**config.mk**
```make
export PLATFORM = sky130hd
export DESIGN_NAME = alu_cmd_seq
export DESIGN_NICKNAME = d
export VERILOG_FILES = /design/src/rtl/alu_cmd_seq_pkg.sv /design/src/rtl/alu_cmd_fifo.sv /design/src/rtl/alu_cmd_seq.sv
export SDC_FILE = /design/constraint.sdc
export NUM_CORES = 1
export LEC_CHECK = 0
export BUFFER_PORTS_ARGS = -buffer_cell sky130_fd_sc_hd__buf_2
export CELL_PAD_IN_SITES_DETAIL_PLACEMENT = 0
export CELL_PAD_IN_SITES_GLOBAL_PLACEMENT = 1
export CORE_UTILIZATION = 48
export CTS_CLUSTER_SIZE = 30
export DETAILED_ROUTE_END_ITERATION = 16
export GPL_TIMING_DRIVEN = 0
export PLACE_DENSITY = 0.83
export SYNTH_ARGS = -nofsm -noshare
export SYNTH_HDL_FRONTEND = slang
export SYNTH_SLANG_ARGS = --single-unit
```
**constraint.sdc**
```tcl
create_clock -name clk_p_i -period 3.26 [get_ports clk_p_i]
set_clock_uncertainty 0.15 [all_clocks]
set_input_delay 0.326 -clock clk_p_i [delete_from_list [all_inputs] [get_ports clk_p_i]]
set_output_delay 0.326 -clock clk_p_i [all_outputs]
set_load 0.02 [all_outputs]
```
**src/rtl/alu_cmd_seq_pkg.sv**
```systemverilog
// Shared definitions for the ALU command sequencer: op encodings, command record and
// the table of instruction transitions the ALU accepts.
package alu_cmd_seq_pkg;

   typedef enum logic [2:0] {
      OpAdd  = 3'b000,
      OpSub  = 3'b001,
      OpMul  = 3'b010,
      OpAsr  = 3'b011,
      OpNsub = 3'b100,
      OpXor  = 3'b101,
      OpAbs  = 3'b110,
      OpHold = 3'b111
   } alu_op_e;

   typedef enum logic [1:0] {
      StIdle,
      StIssue,
      StBridge
   } seq_state_e;

   typedef struct packed {
      alu_op_e    op;
      logic [7:0] a;
      logic [7:0] b;
   } alu_cmd_t;

   // True when the ALU may move from instruction cur to instruction nxt.
   function automatic logic op_legal(alu_op_e cur, alu_op_e nxt);
      logic [7:0] from_mask;  // bit i set: transition allowed from op i
      case (nxt)
         OpAdd:   from_mask = 8'b0010_1111;
         OpSub:   from_mask = 8'b0111_1111;
         OpMul:   from_mask = 8'b0010_0011;
         OpAsr:   from_mask = 8'b0000_0111;
         OpNsub:  from_mask = 8'b0000_0011;
         OpXor:   from_mask = 8'b0101_0111;
         OpAbs:   from_mask = 8'b0000_1011;
         default: from_mask = 8'b0000_0000;
      endcase
      return from_mask[cur];
   endfunction

endpackage

```
**src/rtl/alu_cmd_fifo.sv**
```systemverilog
// Command buffer for the sequencer: Depth entries (power of two), pointers wrap naturally,
// simultaneous push and pop keep the occupancy unchanged.
module alu_cmd_fifo #(
   parameter int unsigned Depth = 4,
   parameter int unsigned Width = 19
) (
   input  logic             clk,
   input  logic             rst_n,
   input  logic             push,
   input  logic [Width-1:0] push_data,
   input  logic             pop,
   output logic [Width-1:0] head,
   output logic             full,
   output logic             empty
);

   localparam int unsigned PtrW = (Depth > 1) ? $clog2(Depth) : 1;
   localparam logic [PtrW:0] FullCount = (PtrW + 1)'(Depth);

   logic [Width-1:0] mem_q [Depth];
   logic [PtrW-1:0]  wr_ptr_q;
   logic [PtrW-1:0]  rd_ptr_q;
   logic [PtrW:0]    count_q;
   logic             do_push;
   logic             do_pop;

   assign full    = (count_q == FullCount);
   assign empty   = (count_q == '0);
   assign do_push = push && !full;
   assign do_pop  = pop && !empty;
   assign head    = mem_q[rd_ptr_q];

   always_ff @(posedge clk or negedge rst_n) begin
      if (!rst_n) begin
         wr_ptr_q <= '0;
         rd_ptr_q <= '0;
         count_q  <= '0;
      end else begin
         if (do_push) wr_ptr_q <= wr_ptr_q + PtrW'(1);
         if (do_pop)  rd_ptr_q <= rd_ptr_q + PtrW'(1);
         case ({do_push, do_pop})
            2'b10:   count_q <= count_q + (PtrW + 1)'(1);
            2'b01:   count_q <= count_q - (PtrW + 1)'(1);
            default: count_q <= count_q;
         endcase
      end
   end

   // Storage needs no reset: an entry is only read after it has been written.
   always_ff @(posedge clk) begin
      if (do_push) mem_q[wr_ptr_q] <= push_data;
   end

endmodule

```
**src/rtl/alu_cmd_seq.sv**
```systemverilog
// Sequences buffered commands onto a stateful ALU, inserting a SUB bridge cycle when the
// ALU cannot move directly to the next op, and returns tagged results three cycles later.
module alu_cmd_seq
   import alu_cmd_seq_pkg::*;
#(
   parameter int unsigned FIFO_DEPTH = 4
) (
   input  logic        clk_p_i,
   input  logic        reset_n_i,
   input  logic        cmd_valid_i,
   output logic        cmd_ready_o,
   input  logic [2:0]  cmd_op_i,
   input  logic [7:0]  cmd_a_i,
   input  logic [7:0]  cmd_b_i,
   output logic [2:0]  alu_inst_o,
   output logic [7:0]  alu_a_o,
   output logic [7:0]  alu_b_o,
   input  logic [15:0] alu_data_i,
   output logic        rsp_valid_o,
   output logic [2:0]  rsp_op_o,
   output logic [15:0] rsp_data_o,
   output logic        err_o
);

   localparam int unsigned CmdW = $bits(alu_cmd_t);

   alu_cmd_t    in_cmd;
   alu_cmd_t    head_cmd;
   logic [CmdW-1:0] head_bits;
   logic        fifo_full;
   logic        fifo_empty;
   logic        pop;
   seq_state_e  state_d;
   seq_state_e  state_q;
   alu_op_e     shadow_q;
   alu_op_e     inst_q;
   logic [7:0]  a_q;
   logic [7:0]  b_q;
   logic        tag1_vld_q;
   alu_op_e     tag1_op_q;
   logic        tag2_vld_q;
   alu_op_e     tag2_op_q;
   logic        rsp_vld_q;
   alu_op_e     rsp_op_q;
   logic [15:0] rsp_data_q;
   logic        err_q;

   assign in_cmd      = '{op: alu_op_e'(cmd_op_i), a: cmd_a_i, b: cmd_b_i};
   assign head_cmd    = alu_cmd_t'(head_bits);
   assign cmd_ready_o = !fifo_full;

   alu_cmd_fifo #(
      .Depth (FIFO_DEPTH),
      .Width (CmdW)
   ) u_fifo (
      .clk       (clk_p_i),
      .rst_n     (reset_n_i),
      .push      (cmd_valid_i),
      .push_data (in_cmd),
      .pop       (pop),
      .head      (head_bits),
      .full      (fifo_full),
      .empty     (fifo_empty)
   );

   // Decide what the ALU sees next cycle; an illegal head op is dropped via the idle path.
   always_comb begin
      pop     = 1'b0;
      state_d = StIdle;
      if (!fifo_empty) begin
         if (head_cmd.op == OpHold) begin
            pop = 1'b1;
         end else if (op_legal(shadow_q, head_cmd.op)) begin
            pop     = 1'b1;
            state_d = StIssue;
         end else begin
            state_d = StBridge;
         end
      end
   end

   always_ff @(posedge clk_p_i or negedge reset_n_i) begin
      if (!reset_n_i) begin
         state_q    <= StIdle;
         shadow_q   <= OpAdd;
         inst_q     <= OpHold;
         a_q        <= '0;
         b_q        <= '0;
         err_q      <= 1'b0;
         tag1_vld_q <= 1'b0;
         tag1_op_q  <= OpAdd;
         tag2_vld_q <= 1'b0;
         tag2_op_q  <= OpAdd;
         rsp_vld_q  <= 1'b0;
         rsp_op_q   <= OpAdd;
         rsp_data_q <= '0;
      end else begin
         state_q <= state_d;
         err_q   <= 1'b0;
         unique case (state_d)
            StIssue: begin
               inst_q   <= head_cmd.op;
               a_q      <= head_cmd.a;
               b_q      <= head_cmd.b;
               shadow_q <= head_cmd.op;
            end
            StBridge: begin
               inst_q   <= OpSub;
               a_q      <= '0;
               b_q      <= '0;
               shadow_q <= OpSub;
            end
            default: begin
               inst_q <= OpHold;
               a_q    <= '0;
               b_q    <= '0;
               err_q  <= pop;
            end
         endcase
         // The ALU result for a command driven in cycle t is valid at the end of t+2.
         tag1_vld_q <= (state_q == StIssue);
         tag1_op_q  <= inst_q;
         tag2_vld_q <= tag1_vld_q;
         tag2_op_q  <= tag1_op_q;
         rsp_vld_q  <= tag2_vld_q;
         if (tag2_vld_q) begin
            rsp_op_q   <= tag2_op_q;
            rsp_data_q <= alu_data_i;
         end
      end
   end

   assign alu_inst_o  = inst_q;
   assign alu_a_o     = a_q;
   assign alu_b_o     = b_q;
   assign rsp_valid_o = rsp_vld_q;
   assign rsp_op_o    = rsp_op_q;
   assign rsp_data_o  = rsp_data_q;
   assign err_o       = err_q;

endmodule
```
# After elaboration in Yosys (flattened, before gate mapping)
# Memories as Yosys holds them, arrays and structs flattened.
# Cells that the tools add are included.
[word_totals] ff_bits=60 mem_bits_rw=76 inputBits=38 wordCells=63 n_memories=1
[mem_list] name="u_fifo.mem_q" depth=4 width=19 read_ports=1 rd_ports_with_merged_regs=0 write_ports=1 line="alu_cmd_fifo.sv:20" rtl="logic [Width-1:0] mem_q [Depth];"
[op_classes] add_sub_neg=4 order_cmp=1 n_eq_ne=13 muxes=19 reduce_logical=9
[ops] cell="case mux 7 bit (7 select lines)" n=1
[ops] cell="two-way mux 8 bit" n=4
[ops] cell="case mux 3 bit (2 select lines)" n=3
[ops] cell="== test 3 bit, second input constant" n=5
[ops] cell="two-way mux 1 bit" n=7
[ops] cell="== test 2 x 1 -> 1 bit, second input constant" n=3
[ops] cell="== test 3 x 2 -> 1 bit, second input constant" n=2
[ops] cell="logical NOT 3 bit" n=2
[ops] cell="two-way mux 2 bit" n=3
[ops] cell="adder 2 x 1 -> 2 bit, second input constant" n=2
[ops] cell="== test 2 bit, second input constant" n=2
[ops] cell="less-than comparator 3 x 4 -> 1 bit, second input constant" n=1
[ops] cell="nonzero test 2 bit" n=2
[ops] cell="adder 3 x 1 -> 3 bit, second input constant" n=1
[ops] cell="binary-select mux 1 bit (select 3 bit)" n=1
[ops] cell="== test 3 x 1 -> 1 bit, second input constant" n=1
[ops] cell="subtractor 3 x 1 -> 3 bit, second input constant" n=1
[ops] cell="logical AND 1 bit" n=2
[ops] cell="logical NOT 1 bit" n=2
[ops] cell="OR reduction 2 bit" n=1

# Longest topological paths before layout
# Gate-level depths: netlist of the first run.
# An unclocked memory read counts as a cell.
[depth] depth_word=13 ltp_mapped=11 depth_no_buf=10

# Modules after synthesis
# From an unflattened synthesis of the first run, not the netlist that was laid out.
[hier_totals] hier_cells=268 area_unflattened_um2=5121.2
[modules_own_cells] mod="alu_cmd_fifo" instances=1 cells_per_inst=136 area_per_inst_um2=3185.6 seq_area_each_um2=2457.4
[modules_own_cells] mod="alu_cmd_seq" instances=1 cells_per_inst=132 area_per_inst_um2=1935.6 seq_area_each_um2=1330.0

# Worst setup path after synthesis of the first run
# OpenSTA, ideal clock, no wires.
[synth_path] path_kind="register -> register" from="register u_fifo.rd_ptr_q[0]" to="register u_fifo.count_q[2]" setup_time_ns=0.079 arrival_ns=2.562 required_time_ns=3.031 slack_ns=0.469 path_stages_with_launch=12 period_less_slack_ns=2.791 path_cell_list="dfrtp_1 > buf_6 > mux4_2 > nor3_1 > nor4_2 > a21oi_2 > ha_1 > inv_1 > fa_1 > xor2_1 > nor2_1 > xor2_1"
[synth_between] elab_chain_len=13 elab_cells_between_ends=22
[synth_rtl] item="start, declared" line="alu_cmd_fifo.sv:22" rtl="logic [PtrW-1:0] rd_ptr_q;"
[synth_rtl] item="start signal, assigned" line="alu_cmd_fifo.sv:40" rtl="if (do_pop) rd_ptr_q <= rd_ptr_q + PtrW'(1);"
[synth_rtl] item="memory read (4 x 19 bit) *"
[synth_rtl] item="== test 3 bit (tied with other cells)" line="alu_cmd_seq_pkg.sv:31" rtl="case (nxt)"
[synth_rtl] item="case mux 7 bit (7 select lines)" line="alu_cmd_seq_pkg.sv:31"
[synth_rtl] item="two-way mux 8 bit" line="alu_cmd_seq.sv:71" rtl="if (head_cmd.op == OpHold) begin"
[synth_rtl] item="two-way mux 8 bit" line="alu_cmd_seq.sv:70" rtl="if (!fifo_empty) begin"
[synth_rtl] item="binary-select mux 1 bit (select 3 bit)" line="alu_cmd_seq_pkg.sv:41" rtl="return from_mask[cur];"
[synth_rtl] item="two-way mux 1 bit (not written as such)" line="alu_cmd_seq_pkg.sv:41"
[synth_rtl] item="two-way mux 1 bit" line="alu_cmd_seq.sv:73" rtl="end else if (op_legal(shadow_q, head_cmd.op)) begin"
[synth_rtl] item="two-way mux 1 bit *" line="alu_cmd_seq.sv:71"
[synth_rtl] item="two-way mux 1 bit *" line="alu_cmd_seq.sv:70"
[synth_rtl] item="logical AND 1 bit *" line="alu_cmd_fifo.sv:30" rtl="assign do_pop = pop && !empty;"
[synth_rtl] item="net u_fifo.do_pop" line="alu_cmd_fifo.sv:25" rtl="logic do_pop;"
[synth_rtl] item="== test 2 x 1 -> 1 bit or == test 2 bit (tied branches)" line="alu_cmd_fifo.sv:41" rtl="case ({do_push, do_pop})"
[synth_rtl] item="case mux 3 bit (2 select lines) or nonzero test 2 bit (tied branches)"
[synth_rtl] item="end signal, assigned" line="alu_cmd_fifo.sv:42" rtl="2'b10: count_q <= count_q + (PtrW + 1)'(1);"
[synth_rtl] item="end signal, assigned" line="alu_cmd_fifo.sv:43" rtl="2'b01: count_q <= count_q - (PtrW + 1)'(1);"
[synth_rtl] item="end signal, assigned" line="alu_cmd_fifo.sv:44" rtl="default: count_q <= count_q;"
[synth_rtl] item="end, declared" line="alu_cmd_fifo.sv:23" rtl="logic [PtrW:0] count_q;"
# Mark *: on every way through the listed nets, which the timed path passes. The rest lies on a longest branch. The select of a mux whose other input is x is not followed.
# A chain may end at the register's enable or synchronous reset.

# Worst setup path after layout of the first run
[layout_path] from="register u_fifo.rd_ptr_q[0]" to="register b_q[7] (netlist: alu_b_o[7])"
[layout_between] elab_chain_len=12 elab_cells_between_ends=19
[layout_rtl] item="memory read (4 x 19 bit) *"
[layout_rtl] item="== test 3 bit (tied with other cells)" line="alu_cmd_seq_pkg.sv:31"
[layout_rtl] item="case mux 7 bit (7 select lines)" line="alu_cmd_seq_pkg.sv:31"
[layout_rtl] item="two-way mux 8 bit" line="alu_cmd_seq.sv:71"
[layout_rtl] item="two-way mux 8 bit" line="alu_cmd_seq.sv:70"
[layout_rtl] item="binary-select mux 1 bit (select 3 bit)" line="alu_cmd_seq_pkg.sv:41"
[layout_rtl] item="two-way mux 1 bit (not written as such)" line="alu_cmd_seq_pkg.sv:41"
[layout_rtl] item="two-way mux 2 bit" line="alu_cmd_seq.sv:73"
[layout_rtl] item="two-way mux 2 bit *" line="alu_cmd_seq.sv:71"
[layout_rtl] item="two-way mux 2 bit *" line="alu_cmd_seq.sv:70"
[layout_rtl] item="net state_d[0]" line="alu_cmd_seq.sv:33" rtl="seq_state_e state_d;"
[layout_rtl] item="== test 2 x 1 -> 1 bit *" line="alu_cmd_seq.sv:100" rtl="unique case (state_d)"
[layout_rtl] item="two-way mux 8 bit *" line="alu_cmd_seq.sv:100"
[layout_rtl] item="end signal, assigned" line="alu_cmd_seq.sv:104" rtl="b_q <= head_cmd.b;"
[layout_rtl] item="end, declared" line="alu_cmd_seq.sv:38" rtl="logic [7:0] b_q;"
# Marked as above.

==> results of run 1 <==
## per-layer routing
metal	up-vias	share of wire	wire, um
li1	1299	-	-
met1	1375	0.44	3810
met2	106	0.49	4300
met3	13	0.061	531
met4	0	0.013	112
met5	-	0	0
## power groups by stage
stage,Sequential (mW),Clock [mW],Combinational [mW]
after floorplan,2.86,0,1.54
after global placement,2.61,0,2.41
after detailed placement,2.64,0,2.47
after CTS,2.61,1.81,2.52
after global routing,2.67,1.89,2.81
final,2.61,1.77,2.55
## stage by stage
stage	setup TNS (ps)	std cells
2_1_floorplan	0	271
3_3_place_gp	0	485
3_5_place_dp	0	485
4_1_cts	0	552
5_1_grt	-81.0	557
6_report	0	557
## what timing repair did
action | in CTS | in global routing
buffers inserted | 0 | 4
setup endpoints to repair | 0 | 1
hold buffers | 35 | 1
hold endpoints to repair | 92 | 57
gates resized for setup | 0 | 2
## state kept, by name (all words and copies together), names as in the netlist, 8 cells and up
signal,count
alu_b_o,8
rsp_data_o,16
u_fifo.mem_q,76
alu_a_o,8
## cell type report
class	instances	area, sq um	share of cell area
flip-flops and latches	136	3790	0.572
multi-input cells	119	1250	0.188
repair buffers	118	783	0.118
clock buffers	20	445	0.0673
well taps	136	170	0.0257
clock inverters	12	116	0.0176
plain buffers	8	40.0	0.00605
inverters	8	30.0	0.00454
## worst paths after layout
| kind | end | startpoint | slack, ps |
|---|---|---|---|
| min | u_fifo.wr_ptr_q[0] | cmd_valid_i | 100 |
| max | alu_b_o[7] | u_fifo.rd_ptr_q[0] | 150 |
| max reg2reg | alu_b_o[7] | u_fifo.rd_ptr_q[0] | 150 |
| min in group asynchronous | alu_b_o[5] | reset_n_i | 260 |
| max in group asynchronous | alu_b_o[2] | reset_n_i | 2170 |
| min reg2reg | tag2_vld_q | tag1_vld_q | 200 |
## worst max-delay path: stages (launching register included)
cell and delay, ps:
dfrtp_1 380, buf_6 190, mux4_2 590, buf_4 180, and3b_1 160, nor4_1 380
a21o_1 160, nor2_1 60, ha_1 220, clkbuf_1 270, and2_1 250
## cell usage after synthesis, types with 2 or more instances
master    number
a21oi_1        4
nor3_1         2
buf_2          2
clkbuf_1       4
mux2_2        19
a22o_1         2
nor2b_1        2
xor2_1         3
dfrtp_1       57
inv_1          8
nor2_1         6
and3_1         4
dfstp_2        3
a21o_1         2
edfxtp_1      76
ha_1           7
mux4_2        12
nand2_1        8
and2_1        20
mux4_1         7
o21ai_0        6
xnor2_1        3
## cells by family after synthesis
kind of cell	Yosys count	share of synthesized area
mux	39	0.133
fa+ha+maj	8	0.0211
buf+inv	16	0.0138
flops	136	0.744
simple gates	48	0.0541
compound gates	18	0.0234
xor+xnor	6	0.0103
## placed cells by master, fill, tap and decap left out, types with 7 or more instances in the layout
| cell type | synthesis | layout |
|---|---|---|
| and2_1 | 20 | 20 |
| mux4_2 | 12 | 12 |
| ha_1 | 7 | 7 |
| mux2_2 | 19 | 19 |
| nand2_1 | 8 | 8 |
| clkbuf_16 | 0 | 16 |
| inv_1 | 8 | 8 |
| dfrtp_1 | 57 | 57 |
| edfxtp_1 | 76 | 76 |
| dlygate4sd3_1 | 0 | 36 |
| buf_2 | 2 | 79 |
| mux4_1 | 7 | 7 |
==> flow_metrics.py, run 1 <==
metrics = {
    "run_status": {
        "status": "finished clean",
    },
    "routing": {
        "drt_iter0_drc": 185,
        "num_vias": 2793,
        "post_drt_wl_per_cell_um": 15.7,
        "antenna_left": 0,
        "dr.pass1.iters": 5,
        "avgViaCountPerCell": 5.01,
        "wl_um": 8760,
        "drc_errors": 0,
    },
    "sta": {
        "setup_slack_ps": 146,
        "hold_viol": 0,
        "slew_headroom": 0.283,
        "setup_violations": 0,
        "worst_pin_slew_ps": 1080,
        "fmax_mhz": 321,
        "fin_hold_ws_ps": 95.4,
        "report.final.slew_viol_count": 0,
        "fin_crit_sh": 0.955,
        "min_period_ps": 3110,
    },
    "placement": {
        "dp_slack_ps": 163,
        "dp_hpwl_um": 5180,
        "place_congestion": 0.700,
        "place_area_sq_mm": 0.00565,
        "port_buffers": 78,
    },
    "clocking": {
        "clkSlewWorstSetupHoldPaths_ps": 60,
        "cts_buffers": 17,
        "htreeDepth": 4,
        "clock_latency_ps": 510,
        "clk_path_buf_depth": 2,
        "cts_sinks": 136,
        "cts_root_buf": "clkbuf_8",
        "tritoncts": "yes",
    },
    "grt": {
        "grt_remaining_overflow": 0,
        "met2_usage": 0.285,
        "grt_max_degree": 61,
        "met1_usage": 0.213,
        "grtUsageTotal": 0.173,
        "grt_use_met3": 0.0580,
        "grt_pass1_wl_um": 14100,
        "antenna_found_initial": 0,
        "grt_pass1_vias": 2856,
        "gr-max-usage-layer": "met2",
    },
    "worst_setup_path": {
        "critPathRequiredTime_ps": 3500,
        "path_class": "flop to flop",
        "worst_ep_arrival_time_ps": 3360,
        "cp-end-kind": "flop",
        "reg2reg_depth": 10,
        "crit_fanout": 10,
        "startpoint_type": "flop",
    },
    "die": {
        "die_w_um": 105,
        "pin_count": 79,
        "start_util": 0.493,
        "die_y_um": 105,
        "fp-row-count": 37,
        "design.die.area_sq_mm": 0.0110,
        "core_sq_mm": 0.0103,
    },
    "pwr": {
        "internal-power_mw": 4.59,
        "comb_power_share": 0.368,
        "p_sw_mw": 2.35,
        "total_power_mw": 6.94,
        "clock_power_share": 0.255,
        "peakVddDrop_mv": 0.586,
        "p_leak_nw": 2.73,
        "power_frac_seq": 0.376,
        "p_sw_frac": 0.338,
        "power.density_mw_per_mm2": 1050,
    },
    "layout": {
        "fin_area_sq_mm": 0.00662,
        "syn_to_final_growth_pct": 30.0,
        "drive_above_1_share": 0.366,
        "n_antenna_cell": 0,
        "final_core_util": 0.641,
        "final_nets": 454,
        "fillers": 706,
    },
    "logic_synthesis": {
        "yosysUniqueCellTypes": 36,
        "syn_inst": 271,
        "yosysTopAreaCell": "edfxtp_1",
        "yosys_most_used_dff": "edfxtp_1",
        "synth-seq-cells": 136,
        "synth_edf_count": 76,
        "syn_area_per_cell_sq_um": 18.8,
        "synth_area_sq_mm": 0.00509,
        "async_flop_share": 0.441,
        "yosys_warnings": 0,
        "synth_fp_nets": 317,
        "netlist.area_leader.share": 0.448,
        "seq_area_frac_synth": 0.744,
        "synthTopCellsByArea": "edfxtp_1, dfrtp_1, mux4_2, mux2_2, mux4_1",
    },
    "hold_path": {
        "holdCritPathClass": "primary input to flop",
        "hold_depth": 3,
    },
    "run": {
        "max_cap_viol_count": 0,
    },
}
(Power assumes the default switching activity.)
==> inputs of run 2 (changes only) <==
--- a/config.mk
+++ b/config.mk
@@ -5,14 +5,14 @@
 export SDC_FILE = /design/constraint.sdc
 export NUM_CORES = 1
 export LEC_CHECK = 0
-export BUFFER_PORTS_ARGS = -buffer_cell sky130_fd_sc_hd__buf_2
 export CELL_PAD_IN_SITES_DETAIL_PLACEMENT = 0
 export CELL_PAD_IN_SITES_GLOBAL_PLACEMENT = 1
-export CORE_UTILIZATION = 48
+export CORE_UTILIZATION = 53
 export CTS_CLUSTER_SIZE = 30
 export DETAILED_ROUTE_END_ITERATION = 16
+export DONT_BUFFER_PORTS = 1
 export GPL_TIMING_DRIVEN = 0
-export PLACE_DENSITY = 0.83
+export PLACE_DENSITY_LB_ADDON = 0.1
 export SYNTH_ARGS = -nofsm -noshare
 export SYNTH_HDL_FRONTEND = slang
 export SYNTH_SLANG_ARGS = --single-unit
==> run 2 against run 1 <==
  * Clock-buffer cell count is 2 higher
  * Core utilization up 3.3 points
  * Worst hold slack better by 98 ps
  * Cell area down 5.4%
  * Critical path depth rose by 1
  * Largest cell class unchanged
==> flow_metrics.py, run 2 (synthesized netlist as in run 1, its figures left out) <==
metrics = {
    "run_status": {
        "status": "finished clean",
    },
    "worst_setup_path": {
        "cpMaxStageDelayCell": "mux4_2",
        "path_cells": "buf_6 -> mux4_2 -> a211oi_2 -> nor4_2 -> a21oi_2 -> ha_1 -> inv_1 -> fa_1 -> xor2_1 -> nor2_1 -> xor2_1",
        "path_class": "flop to flop",
        "crit_top_cell": "xor2_1",
        "max_stage_delay_ps": 620,
        "cp-end-kind": "flop",
        "worst_ep_arrival_time_ps": 3370,
        "startpoint_type": "flop",
        "critPathBufInv": 2,
        "crit_fanout": 10,
        "critPathTopFamily": "multiplexers",
        "critPathRequiredTime_ps": 3540,
    },
    "grt": {
        "antenna_found_initial": 0,
        "grt_pass1_vias": 2725,
        "grt_max_degree": 61,
        "grt_pass1_wl_um": 13500,
        "grt_remaining_overflow": 0,
        "grtUsageTotal": 0.189,
    },
    "routing": {
        "num_vias": 2528,
        "met3_length_um": 458,
        "avgViaCountPerCell": 5.36,
        "wl_um": 8310,
        "wl_met1_um": 3440,
        "dr.pass1.iters": 4,
        "top_layer_used": "met4",
        "wl_met2_um": 4310,
        "post_drt_wl_per_cell_um": 17.6,
        "drt_iter0_drc": 97,
        "drc_errors": 0,
        "antenna_left": 0,
    },
    "placement": {
        "dp_hpwl_um": 4920,
        "dp_slack_ps": 206,
        "place_congestion": 0.712,
        "placed_cells": 400,
        "port_buffers": 0,
        "place_area_sq_mm": 0.00525,
    },
    "sta": {
        "setup_slack_ps": 174,
        "slew_headroom": 0.294,
        "setup_violations": 0,
        "fin_tns_setup_ps": 0,
        "worst_pin_slew_ps": 1060,
        "fin_hold_ws_ps": 194,
        "min_period_ps": 3090,
        "fin_crit_sh": 0.947,
        "report.final.slew_viol_count": 0,
        "hold_viol": 0,
        "fmax_mhz": 324,
    },
    "die": {
        "pin_count": 79,
        "core_sq_mm": 0.00928,
        "design.die.area_sq_mm": 0.0100,
        "die_w_um": 100,
        "start_util": 0.548,
        "die_y_um": 100,
        "fp-row-count": 35,
    },
    "pwr": {
        "p_leak_nw": 2.43,
        "p_sw_frac": 0.336,
        "comb_power_share": 0.296,
        "p_sw_mw": 2.27,
        "power_frac_seq": 0.430,
        "power.density_mw_per_mm2": 1080,
        "clock_power_share": 0.274,
        "internal-power_mw": 4.49,
        "peakVddDrop_mv": 0.524,
        "total_power_mw": 6.76,
    },
    "clocking": {
        "cts_buffers": 17,
        "htreeDepth": 4,
        "tritoncts": "yes",
        "clock_latency_ps": 510,
        "clkSlewWorstSetupHoldPaths_ps": 60,
        "clk_path_buf_depth": 2,
        "cts_sinks": 136,
        "cts_root_buf": "clkbuf_8",
    },
    "layout": {
        "fin_area_sq_mm": 0.00626,
        "final_cell_mix": "edfxtp_1, dfrtp_1, dlygate4sd3_1, and2_1, mux2_2",
        "syn_to_final_growth_pct": 23.0,
        "final_cells": 472,
        "drive_above_1_share": 0.216,
        "top_register": "u_fifo.mem_q",
        "n_antenna_cell": 0,
        "final_core_util": 0.674,
        "final_common_cell": "edfxtp_1",
        "final_nets": 376,
        "largest_register_ffs": 76,
    },
    "hold_path": {
        "holdCritPathClass": "flop to flop",
    },
    "run": {
        "max_cap_viol_count": 0,
    },
}
run 2: layout make-up:
type,instances,area [sq um]
inverters,8,30.0
fillers,648,3020
plain buffers,8,40.0
flip-flops and latches,136,3790
clock inverters,10,106
multi-input cells,119,1240
repair buffers,40,413
clock buffers,22,485
well taps,129,161
run 2: final timing paths:
path                                          from                end  slack (ps)  cells after the start
min in group asynchronous                reset_n_i         alu_b_o[5]         220                      2
worst min register to register        tag1_op_q[2]       tag2_op_q[2]         190                      0
worst max register to register  u_fifo.rd_ptr_q[0]  u_fifo.count_q[2]         170                     11
worst max-delay path            u_fifo.rd_ptr_q[0]  u_fifo.count_q[2]         170                     11
max in group asynchronous                reset_n_i      alu_inst_o[2]        2430                      2
worst min-delay path                  tag1_op_q[2]       tag2_op_q[2]         190                      0
run 2: per-layer routing:
metal  up-vias  GRT usage
li1       1142          -
met1      1302      0.219
met2        74      0.328
met3        10     0.0543
met4         0     0.0870
met5         -          0
run 2: repair_timing:
item,in CTS,in global routing
endpoints found under the setup margin,0,1
endpoints found under the hold margin,154,0
hold buffers,38,0
resized for setup,0,1
setup buffers,0,2
run 2: worst register-to-register path, stage by stage, from the launching register on:
cell and delay (ps):
dfrtp_1 390, buf_6 190, mux4_2 620, a211oi_2 270
nor4_2 90, a21oi_2 230, ha_1 230, inv_1 60
fa_1 370, xor2_1 150, nor2_1 120, xor2_1 140
run 2: power by group through the flow:
stage	clock [mW]	combinational, mW	sequential (mW)
global route	1.97	2.26	2.97
detailed placement	0	1.95	2.94
finish	1.85	2.00	2.91
global placement	0	1.89	2.92
floorplan	0	1.54	2.86
CTS	1.88	2.01	2.91
